==> src/rtl/y86_pkg.sv <==
// Shared Y86-64 encodings for the pipeline control slice: icodes, one-hot status,
// the "no register" ID and the run-state enum.
package y86_pkg;

   localparam logic [3:0] I_HALT  = 4'd0;
   localparam logic [3:0] I_NOP   = 4'd1;
   localparam logic [3:0] I_CMOV  = 4'd2;
   localparam logic [3:0] I_IRMOV = 4'd3;
   localparam logic [3:0] I_RMMOV = 4'd4;
   localparam logic [3:0] I_MRMOV = 4'd5;
   localparam logic [3:0] I_OPQ   = 4'd6;
   localparam logic [3:0] I_JXX   = 4'd7;
   localparam logic [3:0] I_CALL  = 4'd8;
   localparam logic [3:0] I_RET   = 4'd9;
   localparam logic [3:0] I_PUSH  = 4'd10;
   localparam logic [3:0] I_POP   = 4'd11;

   localparam logic [3:0] S_AOK = 4'd8;
   localparam logic [3:0] S_HLT = 4'd4;
   localparam logic [3:0] S_ADR = 4'd2;
   localparam logic [3:0] S_INS = 4'd1;

   localparam logic [3:0] RNONE = 4'hF;

   typedef enum logic [1:0] {
      ST_IDLE  = 2'd0,
      ST_RUN   = 2'd1,
      ST_HALT  = 2'd2,
      ST_FAULT = 2'd3
   } run_state_e;

endpackage

==> src/rtl/y86_hazard_detect.sv <==
// Combinational hazard terms for the Y86-64 pipeline; zero latency, no state.
// Only consumes stage contents, so it never exerts backpressure itself.
module y86_hazard_detect
   import y86_pkg::*;
(
   input  logic [3:0] D_icode_i,
   input  logic [3:0] d_srcA_i,
   input  logic [3:0] d_srcB_i,
   input  logic [3:0] E_icode_i,
   input  logic [3:0] E_dstM_i,
   input  logic       e_cnd_i,
   input  logic [3:0] M_icode_i,
   input  logic [3:0] m_stat_i,
   input  logic [3:0] W_stat_i,
   output logic       load_use_o,
   output logic       ret_pend_o,
   output logic       mispred_o,
   output logic       exc_m_o,
   output logic       exc_w_o
);

   logic e_is_load;

   assign e_is_load  = (E_icode_i == I_MRMOV) || (E_icode_i == I_POP);
   // RNONE in E_dstM must never match an unused source slot that also reads RNONE.
   assign load_use_o = e_is_load && (E_dstM_i != RNONE) &&
                       ((E_dstM_i == d_srcA_i) || (E_dstM_i == d_srcB_i));
   assign ret_pend_o = (D_icode_i == I_RET) || (E_icode_i == I_RET) || (M_icode_i == I_RET);
   assign mispred_o  = (E_icode_i == I_JXX) && !e_cnd_i;
   assign exc_m_o    = (m_stat_i != S_AOK);
   assign exc_w_o    = (W_stat_i != S_AOK);

endmodule

==> src/rtl/y86_pipe_ctrl.sv <==
// Y86-64 pipeline control: combinational stall/bubble/set_cc, registered CC,
// run-state FSM and saturating perf counters; outside RUN the whole pipe is frozen.
module y86_pipe_ctrl
   import y86_pkg::*;
#(
   parameter int CNT_W = 32
) (
   input  logic             clk,
   input  logic             rst_n,
   input  logic             go,
   input  logic [3:0]       D_icode,
   input  logic [3:0]       d_srcA,
   input  logic [3:0]       d_srcB,
   input  logic [3:0]       E_icode,
   input  logic [3:0]       E_dstM,
   input  logic             e_cnd,
   input  logic             e_sf,
   input  logic             e_zf,
   input  logic             e_of,
   input  logic [3:0]       M_icode,
   input  logic [3:0]       m_stat,
   input  logic [3:0]       W_icode,
   input  logic [3:0]       W_stat,
   output logic             F_stall,
   output logic             D_stall,
   output logic             D_bubble,
   output logic             E_bubble,
   output logic             M_bubble,
   output logic             W_stall,
   output logic             set_cc,
   output logic             cc_sf,
   output logic             cc_zf,
   output logic             cc_of,
   output logic [1:0]       run_state,
   output logic [CNT_W-1:0] cycle_cnt,
   output logic [CNT_W-1:0] retired_cnt
);

   localparam logic [CNT_W-1:0] CNT_ONE = CNT_W'(1);
   localparam logic [CNT_W-1:0] CNT_MAX = '1;

   logic load_use, ret_pend, mispred, exc_m, exc_w;
   logic run;

   run_state_e       state_q;
   logic             sf_q, zf_q, of_q;
   logic             sf_d, zf_d, of_d;
   logic [CNT_W-1:0] cycle_q, cycle_d;
   logic [CNT_W-1:0] retired_q, retired_d;

   y86_hazard_detect u_hazard (
      .D_icode_i  (D_icode),
      .d_srcA_i   (d_srcA),
      .d_srcB_i   (d_srcB),
      .E_icode_i  (E_icode),
      .E_dstM_i   (E_dstM),
      .e_cnd_i    (e_cnd),
      .M_icode_i  (M_icode),
      .m_stat_i   (m_stat),
      .W_stat_i   (W_stat),
      .load_use_o (load_use),
      .ret_pend_o (ret_pend),
      .mispred_o  (mispred),
      .exc_m_o    (exc_m),
      .exc_w_o    (exc_w)
   );

   assign run = (state_q == ST_RUN);

   always_comb begin
      F_stall  = 1'b1;
      D_stall  = 1'b1;
      D_bubble = 1'b0;
      E_bubble = 1'b1;
      M_bubble = 1'b1;
      W_stall  = 1'b1;
      set_cc   = 1'b0;
      if (run) begin
         F_stall  = load_use | ret_pend;
         D_stall  = load_use;
         // A stalled D must hold its instruction, so load_use wins over the ret bubble.
         D_bubble = mispred | (ret_pend & ~load_use);
         E_bubble = mispred | load_use;
         M_bubble = exc_m | exc_w;
         W_stall  = exc_w;
         set_cc   = (E_icode == I_OPQ) && !exc_m && !exc_w;
      end
   end

   always_comb begin
      sf_d      = sf_q;
      zf_d      = zf_q;
      of_d      = of_q;
      cycle_d   = cycle_q;
      retired_d = retired_q;
      if (set_cc) begin
         sf_d = e_sf;
         zf_d = e_zf;
         of_d = e_of;
      end
      if (run) begin
         if (cycle_q != CNT_MAX) cycle_d = cycle_q + CNT_ONE;
         if ((W_stat == S_AOK) && (W_icode != I_NOP) && (retired_q != CNT_MAX))
            retired_d = retired_q + CNT_ONE;
      end
   end

   always_ff @(posedge clk or negedge rst_n) begin
      if (!rst_n) begin
         state_q <= ST_IDLE;
      end else begin
         case (state_q)
            ST_IDLE: if (go) state_q <= ST_RUN;
            ST_RUN: begin
               if (W_stat == S_HLT) state_q <= ST_HALT;
               else if ((W_stat == S_ADR) || (W_stat == S_INS)) state_q <= ST_FAULT;
            end
            default: state_q <= state_q;
         endcase
      end
   end

   always_ff @(posedge clk or negedge rst_n) begin
      if (!rst_n) begin
         sf_q      <= 1'b0;
         zf_q      <= 1'b1;
         of_q      <= 1'b0;
         cycle_q   <= '0;
         retired_q <= '0;
      end else begin
         sf_q      <= sf_d;
         zf_q      <= zf_d;
         of_q      <= of_d;
         cycle_q   <= cycle_d;
         retired_q <= retired_d;
      end
   end

   assign cc_sf       = sf_q;
   assign cc_zf       = zf_q;
   assign cc_of       = of_q;
   assign run_state   = state_q;
   assign cycle_cnt   = cycle_q;
   assign retired_cnt = retired_q;

endmodule

==> config.mk <==
export PLATFORM = sky130hd
export DESIGN_NAME = y86_pipe_ctrl
export DESIGN_NICKNAME = d
export VERILOG_FILES = /design/src/rtl/y86_pkg.sv /design/src/rtl/y86_hazard_detect.sv /design/src/rtl/y86_pipe_ctrl.sv
export SDC_FILE = /design/constraint.sdc
export NUM_CORES = 1
export LEC_CHECK = 0
export BUFFER_PORTS_ARGS = -buffer_cell sky130_fd_sc_hd__clkbuf_2
export CAP_MARGIN = 20
export CORE_MARGIN = 2
export CORE_UTILIZATION = 33
export DETAILED_ROUTE_END_ITERATION = 12
export PLACE_DENSITY = 0.56
export SLEW_MARGIN = 30
export SYNTH_ARGS = -nofsm -noshare
export SYNTH_HDL_FRONTEND = slang
export SYNTH_SLANG_ARGS = --single-unit
==> constraint.sdc <==
create_clock -name clk -period 4 [get_ports clk]
set_clock_uncertainty 0.1 [all_clocks]
set_input_delay 0.8 -clock clk [delete_from_list [all_inputs] [get_ports clk]]
set_output_delay 0.8 -clock clk [all_outputs]
set_load 0.1 [all_outputs]
== Word-level counts from Yosys, hierarchy flattened ==
Index checks and enable logic that the tools add are counted.

* Flip-flop bits (word level): 69
* Input bits: 43
* Output and inout bits: 76
* Word-level logic and storage cells: 67

* Add/sub/neg operators: 2
* Equal/unequal tests: 22
* Multiplexer cells: 11
* Bitwise logic cells: 6
* Reductions and logical operators: 20

{| class="wikitable"
|+ Operator list
! cell !! count
|-
| $add 32x1->32 const B || 2
|-
| $ne 32x32->1 const B || 2
|-
| $eq 4x4->1 const B || 5
|-
| $eq 4x3->1 const B || 4
|-
| $ne 4x4->1 const B || 3
|-
| $eq 4x4->1 || 2
|-
| $logic_and 1x1->1 || 7
|-
| $mux 1 || 7
|-
| $mux 2 || 3
|-
| $logic_or 1x1->1 || 5
|-
| $eq 4x1->1 const B || 1
|-
| $eq 4x2->1 const B || 1
|-
| $ne 4x1->1 const B || 1
|-
| $or 1x1->1 || 4
|-
| $pmux 2 s2 || 1
|-
| $reduce_and 2->1 || 2
|-
| $logic_not 1->1 || 3
|-
| $ne 3x1->1 const B || 1
|-
| $reduce_and 3->1 || 1
|-
| $eq 2x1->1 const B || 1
|-
| $logic_not 2->1 || 1
|-
| $ne 2x2->1 const B || 1
|-
| $reduce_bool 2->1 || 1
|-
| $and 1x1->1 || 1
|-
| $not 1->1 || 1
|}

== Depth between registers and ports, before layout ==
Gate-level depths: netlist of the first run.

* Word-level depth: 8
* Mapped depth: 7
* Gate-level depth less buffers: 6

== Cells and area by module ==
Synthesis of the first run repeated with hierarchy kept, for this count alone.

* Cell total of the unflattened synthesis: 357
* Area total of the unflattened synthesis: 3721.1 um2

{| class="wikitable"
|+ By module, submodules not included
! module !! instances !! cells an instance !! area an instance (um2) !! seq. area each (um2)
|-
| y86_pipe_ctrl || 1 || 334 || 3530.9 || 1727.9
|-
| y86_hazard_detect || 1 || 23 || 190.2 || 0.0
|}

== Worst setup path after synthesis of the first run ==
OpenSTA, ideal clock, no wires.

* Path kind: reg2out
* From: reg state_q[0], in the netlist run_state[0]
* To: out set_cc
* Arrival time: 3415 ps
* Required time: 3100 ps
* Setup slack: -315 ps
* Stages on the path, launching flop included: 6
* Buffers on the path: 0
* Cells stage by stage: dfrtp_1 and2b_4 nand3_4 or4_4 or3_4 inv_1

* Word-level cells in the longest chain between the ends: 2

{| class="wikitable"
|+ Ends and longest elaborated chain
! what !! RTL line !! text
|-
| start, declared || y86_pipe_ctrl.sv:45 || <nowiki>run_state_e state_q;</nowiki>
|-
| start signal, assigned || y86_pipe_ctrl.sv:118 || <nowiki>default: state_q <= state_q;</nowiki>
|-
| $eq 2x1->1 || y86_pipe_ctrl.sv:68 || <nowiki>assign run = (state_q == ST_RUN);</nowiki>
|-
| $mux 1 || y86_pipe_ctrl.sv:78 || <nowiki>if (run) begin</nowiki>
|-
| end, declared || y86_pipe_ctrl.sv:30 || <nowiki>output logic set_cc,</nowiki>
|}

Every way passes these cells.

== Worst setup path in the final report of the first run ==
* From: in W_stat[2]
* To: out set_cc

* Word-level cells in the longest chain between the ends: 4

{| class="wikitable"
|+ Ends and longest elaborated chain
! what !! RTL line !! text
|-
| start, declared || y86_pipe_ctrl.sv:23 || <nowiki>input logic [3:0] W_stat,</nowiki>
|-
| $ne 4x4->1 || y86_hazard_detect.sv:31 || <nowiki>assign exc_w_o = (W_stat_i != S_AOK);</nowiki>
|-
| $logic_not 1->1 || y86_pipe_ctrl.sv:86 || <nowiki>set_cc = (E_icode == I_OPQ) && !exc_m && !exc_w;</nowiki>
|-
| $logic_and 1x1->1 || y86_pipe_ctrl.sv:86 ||
|-
| $mux 1 || y86_pipe_ctrl.sv:78 ||
|}

Every way passes these cells.

==> impl_metrics.yaml, run 1 <==
pwr:
  power.density_nw_per_um2: 287.0
  power.leakage_nw: 2.432
  irDropWorstVdd_mv: 0.1500
  p_total_w: 0.001333
clock_tree:
  cts_buffers: 9
  cts_resized: 0
  tritoncts: "done"
  clk_latency_ns: 0.34
  cts_sinks: 69
  root_buffer: "clkbuf_8"
  hold_buffers: 0
  clockBufferDepth: 2
  postCtsSetupBuffers: 0
  clk_pin_slew_ns: 0.08
  htreeDepth: 3
drt:
  totalWireLength_um: 8938
  wl_per_cell_um: 14.19
  drc: 0
  vias: 3183
  drt_iter0_drc: 133
  dr.pass1.iters: 4
  final_antenna_net_count: 0
  avgViaCountPerCell: 5.052
synth:
  synth_common_cells: "68 x dfrtp_1, 41 x xor2_1, 35 x nand2_1, 24 x nand4_1, 24 x nor2_1"
  synth_edf_count: 0
  synthAdderAreaFrac_pct: 0.6805
  synth_top_family_by_area: "simple AND/OR/NAND/NOR gates"
  synth.distinct_cells: 48
  synth-seq-area-share_pct: 46.99
  synth_warnings: 0
  synth_area_um2: 3677
  synth_mux_area_share_pct: 2.144
  avgSynthCellArea_um2: 10.21
  synth_most_common_cell: "dfrtp_1"
  synth-simple-area-share_pct: 30.11
  synth_fp_nets: 405
  ys_top_cells_by_area: "dfrtp_1 46%, xor2_1 9.8%, xnor2_1 5.5%"
  synthFlopType: "dfrtp_1"
  synth_compound_area_share_pct: 3.471
  yosys.area.top_type: "dfrtp_1"
  ys_ff_latch: 69
  synth_xor_area_share_pct: 15.24
  async_reset_ff_share_pct: 100.0
  synth_top_area_share_pct: 46.27
  synthCells: 360
sta:
  tightest_slew_ns: 0.7491
  tns_ns: 0
  max-slew-margin-rel_pct: 50.06
  setup_viol: 0
  rsz0062_at_grt: "no"
  min_period_ns: 3.567
  max_clock_freq_ghz: 0.2804
  period_share_pct: 89.17
  slew_viol_final: 0
  finalHoldViolations: 0
floorplan:
  fp.dieW_um: 109.6
  io_pins: 119
  die-height_um: 109.6
  start_util_pct: 33.92
  core.rowCount: 38
  fp.coreArea_um2: 10840
  dieArea_um2: 12000
min_path:
  timing.hold.worst_path_depth: 1
  hp-class: "reg2reg"
setup_path:
  critPathCaptureType: "output pin"
  cp.required_ns: 3.10
  worstRegToRegCells: 6
  arrival_ns: 2.67
  crit_path_start_kind: "primary input"
  reg2reg_slack_ns: 1.55
  worst-setup-path-type: "in2out"
  cp_max_fo: 4
status:
  status: "complete, no violations"
global_route:
  grt_pass1_wl_um: 15150
  grt_max_degree: 39
  grt_use_total_pct: 15.93
  grt-ovfl-total: 0
  antenna_found_initial: 0
  grt_pass1_vias: 3111
job:
  drv_cap: 0
cells_and_area:
  fin_nets: 530
  antenna_cells: 0
  fillerInstances: 1078
  layout-drive-gt1-share_pct: 32.24
  area_growth_pct: 26.34
  final_cell_area_um2: 4646
place:
  placed_cell_area_um2: 4446
  dpl.hpwl_um: 6737
  io_buffers: 118
  place_congestion: 0.8283
cells by family (layout without fill, tap and decap cells):
family	after synthesis	after routing
flops	69	69
buf+inv	12	142
fa+ha+maj	2	2
xor+xnor	64	64
mux	6	6
simple gates	186	186
compound gates	21	21
worst max-delay path, cell delays in order:
cell and delay, ns:
clkbuf_2 0.10, and2b_2 0.24, nand3_4 0.08, or4_4 0.49, or3_4 0.43, clkinvlp_4 0.08, clkbuf_2 0.44
where the power goes:
group          internal (W)  switching [W]
logic             0.0000266      0.0000321
registers          0.000697              0
clock network      0.000303       0.000275
worst paths after layout:
check                                     startpoint                     endpoint
hold reg to reg            cycle_cnt[21]$_DFFE_PN0P_    cycle_cnt[21]$_DFFE_PN0P_
max in group asynchronous                      rst_n  retired_cnt[28]$_DFFE_PN0P_
setup / recovery                           W_stat[2]                       set_cc
setup reg to reg            cycle_cnt[0]$_DFFE_PN0P_    cycle_cnt[12]$_DFFE_PN0P_
hold / removal             cycle_cnt[21]$_DFFE_PN0P_    cycle_cnt[21]$_DFFE_PN0P_
min in group asynchronous                      rst_n            cc_sf$_DFFE_PN0P_
sequential cells by signal, indices dropped and copies added, names as in the netlist:
signal and count:
run_state 2, cycle_cnt 32, cc_zf 1, cc_sf 1
cc_of 1, retired_cnt 32
cell usage in the layout, fill, tap and decap left out, types with 5 or more instances in the layout:
cell and n:
and4_1 7, clkbuf_8 10, nor2_1 24, nor3_1 20, dfrtp_1 67, nand3_1 16
nand4_1 24, a21oi_1 7, nand2_1 35, nor4_1 8, and2_1 6, clkbuf_2 117
xnor2_1 23, nor4bb_1 5, and3_1 12, xor2_1 41
per-layer routing:
layer | vias to the layer above | wire [µm] | share of wire, % | track usage, %
li1 | 1549 | - | - | -
met1 | 1538 | 4075 | 46 | 21.12
met2 | 84 | 4258 | 48 | 25.97
met3 | 12 | 473 | 5.3 | 3.912
met4 | 0 | 130 | 1.5 | 4.250
met5 | - | 0 | 0 | 0
final cells by class:
class,count,area [µm²],share of cell area (%)
multi-input combinational,279,1906,41.02
sequential,69,1729,37.22
timing repair buffer,121,613.1,13.20
tap,140,175.2,3.771
clock buffer,10,137.6,2.963
clock inverter,6,62.56,1.347
inverter,5,22.52,0.4848
per-stage QoR:
| step | util (%) | setup slack [ns] | instances | hold WS (ns) |
|---|---|---|---|---|
| after CTS | 42.86 | 0.4302 | 630 | 0.3969 |
| after floorplan | - | 0.03910 | 360 | 0.4044 |
| final | 42.86 | 0.4332 | 630 | 0.3981 |
| after detailed placement | 41.01 | 0.4327 | 614 | 0.3859 |
| after global routing | 42.86 | 0.3513 | 630 | 0.4175 |
| after global placement | 41.01 | 0.4599 | 614 | 0.3758 |
Note: power is estimated with default switching activity, not from simulation.
==> run 2: changes to the inputs <==
--- a/config.mk
+++ b/config.mk
@@ -11,6 +11,7 @@
 export CORE_UTILIZATION = 33
 export DETAILED_ROUTE_END_ITERATION = 12
 export PLACE_DENSITY = 0.56
+export RECOVER_POWER = 50
 export SLEW_MARGIN = 30
 export SYNTH_ARGS = -nofsm -noshare
 export SYNTH_HDL_FRONTEND = slang
==> impl_metrics.yaml, run 2 (synthesized netlist as in run 1, its figures left out) <==
status:
  status: "complete, but fails checks"
  violations: "max-capacitance violations, max-slew violations"
global_route:
  grt_pass1_vias: 3111
  grt-ovfl-total: 0
  grt_pass1_wl_um: 15150
  grt_max_degree: 39
  antenna_found_initial: 0
  grt_use_total_pct: 15.93
setup_path:
  cp.required_ns: 3.10
  crit_path_start_kind: "primary input"
  crit_path_start: "W_stat[1]"
  worstRegToRegCells: 5
  cp_max_fo: 4
  rr_startpoint: "run_state[1]$_DFFE_PN0P_"
  critPathCaptureType: "output pin"
  arrival_ns: 2.76
  worst-setup-path-type: "in2out"
place:
  dpl.hpwl_um: 6737
  place_congestion: 0.8283
  io_buffers: 118
cells_and_area:
  area_growth_pct: 23.95
  layout-drive-gt1-share_pct: 25.10
  antenna_cells: 0
  layout_commonest_cell: "clkbuf_2"
  fillerInstances: 1109
  fin_nets: 530
  utilization_pct: 42.05
  mostFrequentLayoutCells: "90 x clkbuf_2, 67 x dfrtp_1, 41 x xor2_1"
clock_tree:
  hold_buffers: 0
  root_buffer: "clkbuf_8"
  cts_buffers: 9
  postCtsSetupBuffers: 0
  htreeDepth: 3
  clk_pin_slew_ns: 0.08
  clk_latency_ns: 0.34
  cts_sinks: 69
  clockBufferDepth: 2
  tritoncts: "done"
  cts_resized: 0
floorplan:
  dieArea_um2: 12000
  fp.dieW_um: 109.6
  io_pins: 119
  fp.coreArea_um2: 10840
  core.rowCount: 38
  start_util_pct: 33.92
  die-height_um: 109.6
pwr:
  irDropWorstVdd_mv: 0.1518
  power.leakage_nw: 2.302
  power.density_nw_per_um2: 292.0
drt:
  totalWireLength_um: 9006
  met1_length_um: 4168
  wl_met2_um: 4216
  drc: 0
  vias: 3175
  dr.pass1.iters: 4
  highest_layer: "met4"
  avgViaCountPerCell: 5.040
  dr_wl_met3_um: 490
  wl_per_cell_um: 14.30
  final_antenna_net_count: 0
  drt_iter0_drc: 125
sta:
  min_period_ns: 3.664
  slew_viol_final: 33
  tns_ns: 0
  rsz0062_at_grt: "no"
  max_clock_freq_ghz: 0.2729
  period_share_pct: 91.60
  finalHoldViolations: 0
  tightest_slew_ns: 1.811
  setup_viol: 0
  max-slew-margin-rel_pct: -20.71
min_path:
  hp-class: "reg2reg"
  timing.hold.worst_path_depth: 1
  min_from: "cycle_cnt[21]$_DFFE_PN0P_"
job:
  drv_cap: 1
## run 2: final timing paths
kind                       slack [ns]                     endpoint
setup reg to reg                 1.22    cycle_cnt[29]$_DFFE_PN0P_
setup / recovery                 0.34                       set_cc
min in group asynchronous        0.83            cc_sf$_DFFE_PN0P_
hold / removal                   0.40    cycle_cnt[21]$_DFFE_PN0P_
max in group asynchronous        1.20  retired_cnt[28]$_DFFE_PN0P_
hold reg to reg                  0.40    cycle_cnt[21]$_DFFE_PN0P_
## run 2: area by class of cell
| cell class | instances | area (µm²) | share of cell area, % |
|---|---|---|---|
| tap | 140 | 175.2 | 3.843 |
| clock buffer | 10 | 137.6 | 3.019 |
| clock inverter | 6 | 62.56 | 1.372 |
| timing repair buffer | 121 | 570.5 | 12.52 |
| multi-input combinational | 279 | 1861 | 40.82 |
| sequential | 69 | 1729 | 37.94 |
| inverter | 5 | 22.52 | 0.4941 |
## run 2: per-stage QoR
step | total power [W] | cell area [µm²] | worst slack [ns] | hold slack (ns) | std cells
3_3_place_gp | 0.0007692 | 4446 | 0.4599 | 0.3758 | 614
5_1_grt | 0.001393 | 4558 | 0.2382 | 0.4233 | 630
2_1_floorplan | 0.0007281 | 3682 | 0.03910 | 0.4044 | 360
3_5_place_dp | 0.0007708 | 4446 | 0.4327 | 0.3859 | 614
6_report | 0.001331 | 4558 | 0.3360 | 0.3972 | 630
4_1_cts | 0.001361 | 4646 | 0.4302 | 0.3969 | 630
## run 2: routing by layer
metal,GRT usage (%),vias to the layer above
li1,-,1550
met1,21.12,1530
met2,25.97,83
met3,3.912,12
met4,4.250,0
met5,0,-
## run 2: critical path: stages
cell and delay, ns:
clkbuf_1 0.09, nor2_1 0.29, nand3_4 0.12, or4_4 0.50, or3_4 0.43, clkinvlp_4 0.08
clkbuf_2 0.44
## run 2: power by group
| part | switching [W] | internal (W) |
|---|---|---|
| clock | 0.000275 | 0.000303 |
| sequential | 0 | 0.000697 |
| combinational | 0.0000309 | 0.0000253 |
| total | 0.000306 | 0.00102 |
==> run 3: changes to the inputs <==
--- a/config.mk
+++ b/config.mk
@@ -10,7 +10,7 @@
 export CORE_MARGIN = 2
 export CORE_UTILIZATION = 33
 export DETAILED_ROUTE_END_ITERATION = 12
-export PLACE_DENSITY = 0.56
+export PLACE_DENSITY = 0.66
 export RECOVER_POWER = 50
 export SLEW_MARGIN = 30
 export SYNTH_ARGS = -nofsm -noshare
==> impl_metrics.yaml, run 3 (synthesized netlist as in run 1, its figures left out) <==
status:
  status: "complete, but fails checks"
  violations: "max-capacitance violations, max-slew violations"
clock_tree:
  tritoncts: "done"
  cts_resized: 0
  clk_latency_ns: 0.35
  clk_pin_slew_ns: 0.07
  cts_sinks: 69
  root_buffer: "clkbuf_8"
  hold_buffers: 0
  cts_buffers: 9
  postCtsSetupBuffers: 0
  clockBufferDepth: 2
  htreeDepth: 3
drt:
  wl_per_cell_um: 14.20
  avgViaCountPerCell: 5.114
  drc: 0
  final_antenna_net_count: 0
  vias: 3222
  totalWireLength_um: 8945
  drt_iter0_drc: 104
  dr.pass1.iters: 4
min_path:
  min_from: "cycle_cnt[30]$_DFFE_PN0P_"
  timing.hold.worst_path_depth: 1
  hp-class: "reg2reg"
  holdPathEnd: "cycle_cnt[30]$_DFFE_PN0P_"
place:
  io_buffers: 118
  dpl.hpwl_um: 6926
  placed_cell_area_um2: 4448
  place_ws_ns: 0.4307
  place_congestion: 0.7949
cells_and_area:
  layout-drive-gt1-share_pct: 23.88
  fin_nets: 530
  antenna_cells: 0
  mostFrequentLayoutCells: "87 x clkbuf_2, 67 x dfrtp_1, 41 x xor2_1"
  final_cell_area_um2: 4523
  layout_commonest_cell: "clkbuf_2"
  area_growth_pct: 23.00
setup_path:
  slowest_stage: "or4_4"
  rr_startpoint: "run_state[1]$_DFFE_PN0P_"
  cp_max_fo: 4
  worst-setup-path-type: "in2out"
  critPathCaptureType: "output pin"
  arrival_ns: 2.75
  r2r_end: "cycle_cnt[29]$_DFFE_PN0P_"
  crit_path_start_kind: "primary input"
  crit_path_start: "W_stat[1]"
  cpPeakStageDelay_ns: 0.49
  crit_chain: "clkbuf_1 > nor2_1 > nand3_4 > or4_4 > or3_4 > clkinvlp_4 > clkbuf_2"
  worstRegToRegCells: 5
  reg2reg_slack_ns: 1.19
  cp.required_ns: 3.10
sta:
  slew_viol_final: 45
  min_period_ns: 3.647
  worst_slack_ns: 0.3534
  max-slew-margin-rel_pct: -59.82
  tightest_slew_ns: 2.397
  setup_viol: 0
  period_share_pct: 91.17
  finalHoldViolations: 0
  rsz0062_at_grt: "no"
  tns_ns: 0
  max_clock_freq_ghz: 0.2742
global_route:
  grt_pass1_wl_um: 14970
  grt-ovfl-total: 0
  grt_max_degree: 45
  antenna_found_initial: 0
  grt_pass1_vias: 3163
  grt_use_total_pct: 15.91
pwr:
  p_total_w: 0.001243
  irDropWorstVdd_mv: 0.1982
  power.leakage_nw: 2.283
  power.density_nw_per_um2: 274.8
floorplan:
  fp.coreArea_um2: 10840
  start_util_pct: 33.92
  fp.dieW_um: 109.6
  core.rowCount: 38
  die-height_um: 109.6
  dieArea_um2: 12000
  io_pins: 119
job:
  drv_cap: 1
run 3: cell count changes in the layout (fill, tap and decap cells not counted), sizes merged:
cell and delta:
clkbuf +4, bufinv -1, clkinvlp -3
run 3: worst max path at each step:
stage          endpoint  slack, ns  depth (start not counted)
2_1_floorplan    set_cc       0.04                          5
3_3_place_gp     set_cc       0.46                          7
3_5_place_dp     set_cc       0.43                          7
4_1_cts          set_cc       0.43                          7
5_1_grt          set_cc       0.27                          7
6_report         set_cc       0.35                          7
run 3: cell type report:
type                            count  area (µm²)
Clock buffer                       14       152.6
Fill cell                        1095        6317
Tap cell                          140       175.2
Multi-Input combinational cell    279        1867
Sequential cell                    69        1729
Inverter                            5       22.52
Timing Repair Buffer              121       566.8
Clock inverter                      2       10.01
run 3: where the power goes:
| part | internal, W | leakage, nW | switching (W) |
|---|---|---|---|
| combinational | 0.0000255 | 1.24 | 0.0000307 |
| clock | 0.000241 | 0.0844 | 0.000248 |
| sequential | 0.000698 | 0.954 | 0 |
run 3: metrics by stage:
stage               utilization, %  std cells  hold slack [ns]
floorplan                        -        360           0.4044
global placement             41.01        614           0.3766
detailed placement           41.03        614           0.3896
CTS                          42.53        630           0.3489
global route                 41.72        630           0.4251
finish                       41.72        630           0.3895
run 3: routing by layer:
layer	GRT usage [%]	vias up	wire length, µm
met2	26.72	77	4397
met3	6.046	16	574
met1	18.88	1578	3854
met5	0	-	0
met4	4.792	0	119
li1	-	1551	-
run 3: worst max-delay path: cells and delay by family:
| kind | cells | cell delay, ns |
|---|---|---|
| buffers and inverters | 3 | 0.61 |
| and+or+nand+nor | 4 | 1.34 |
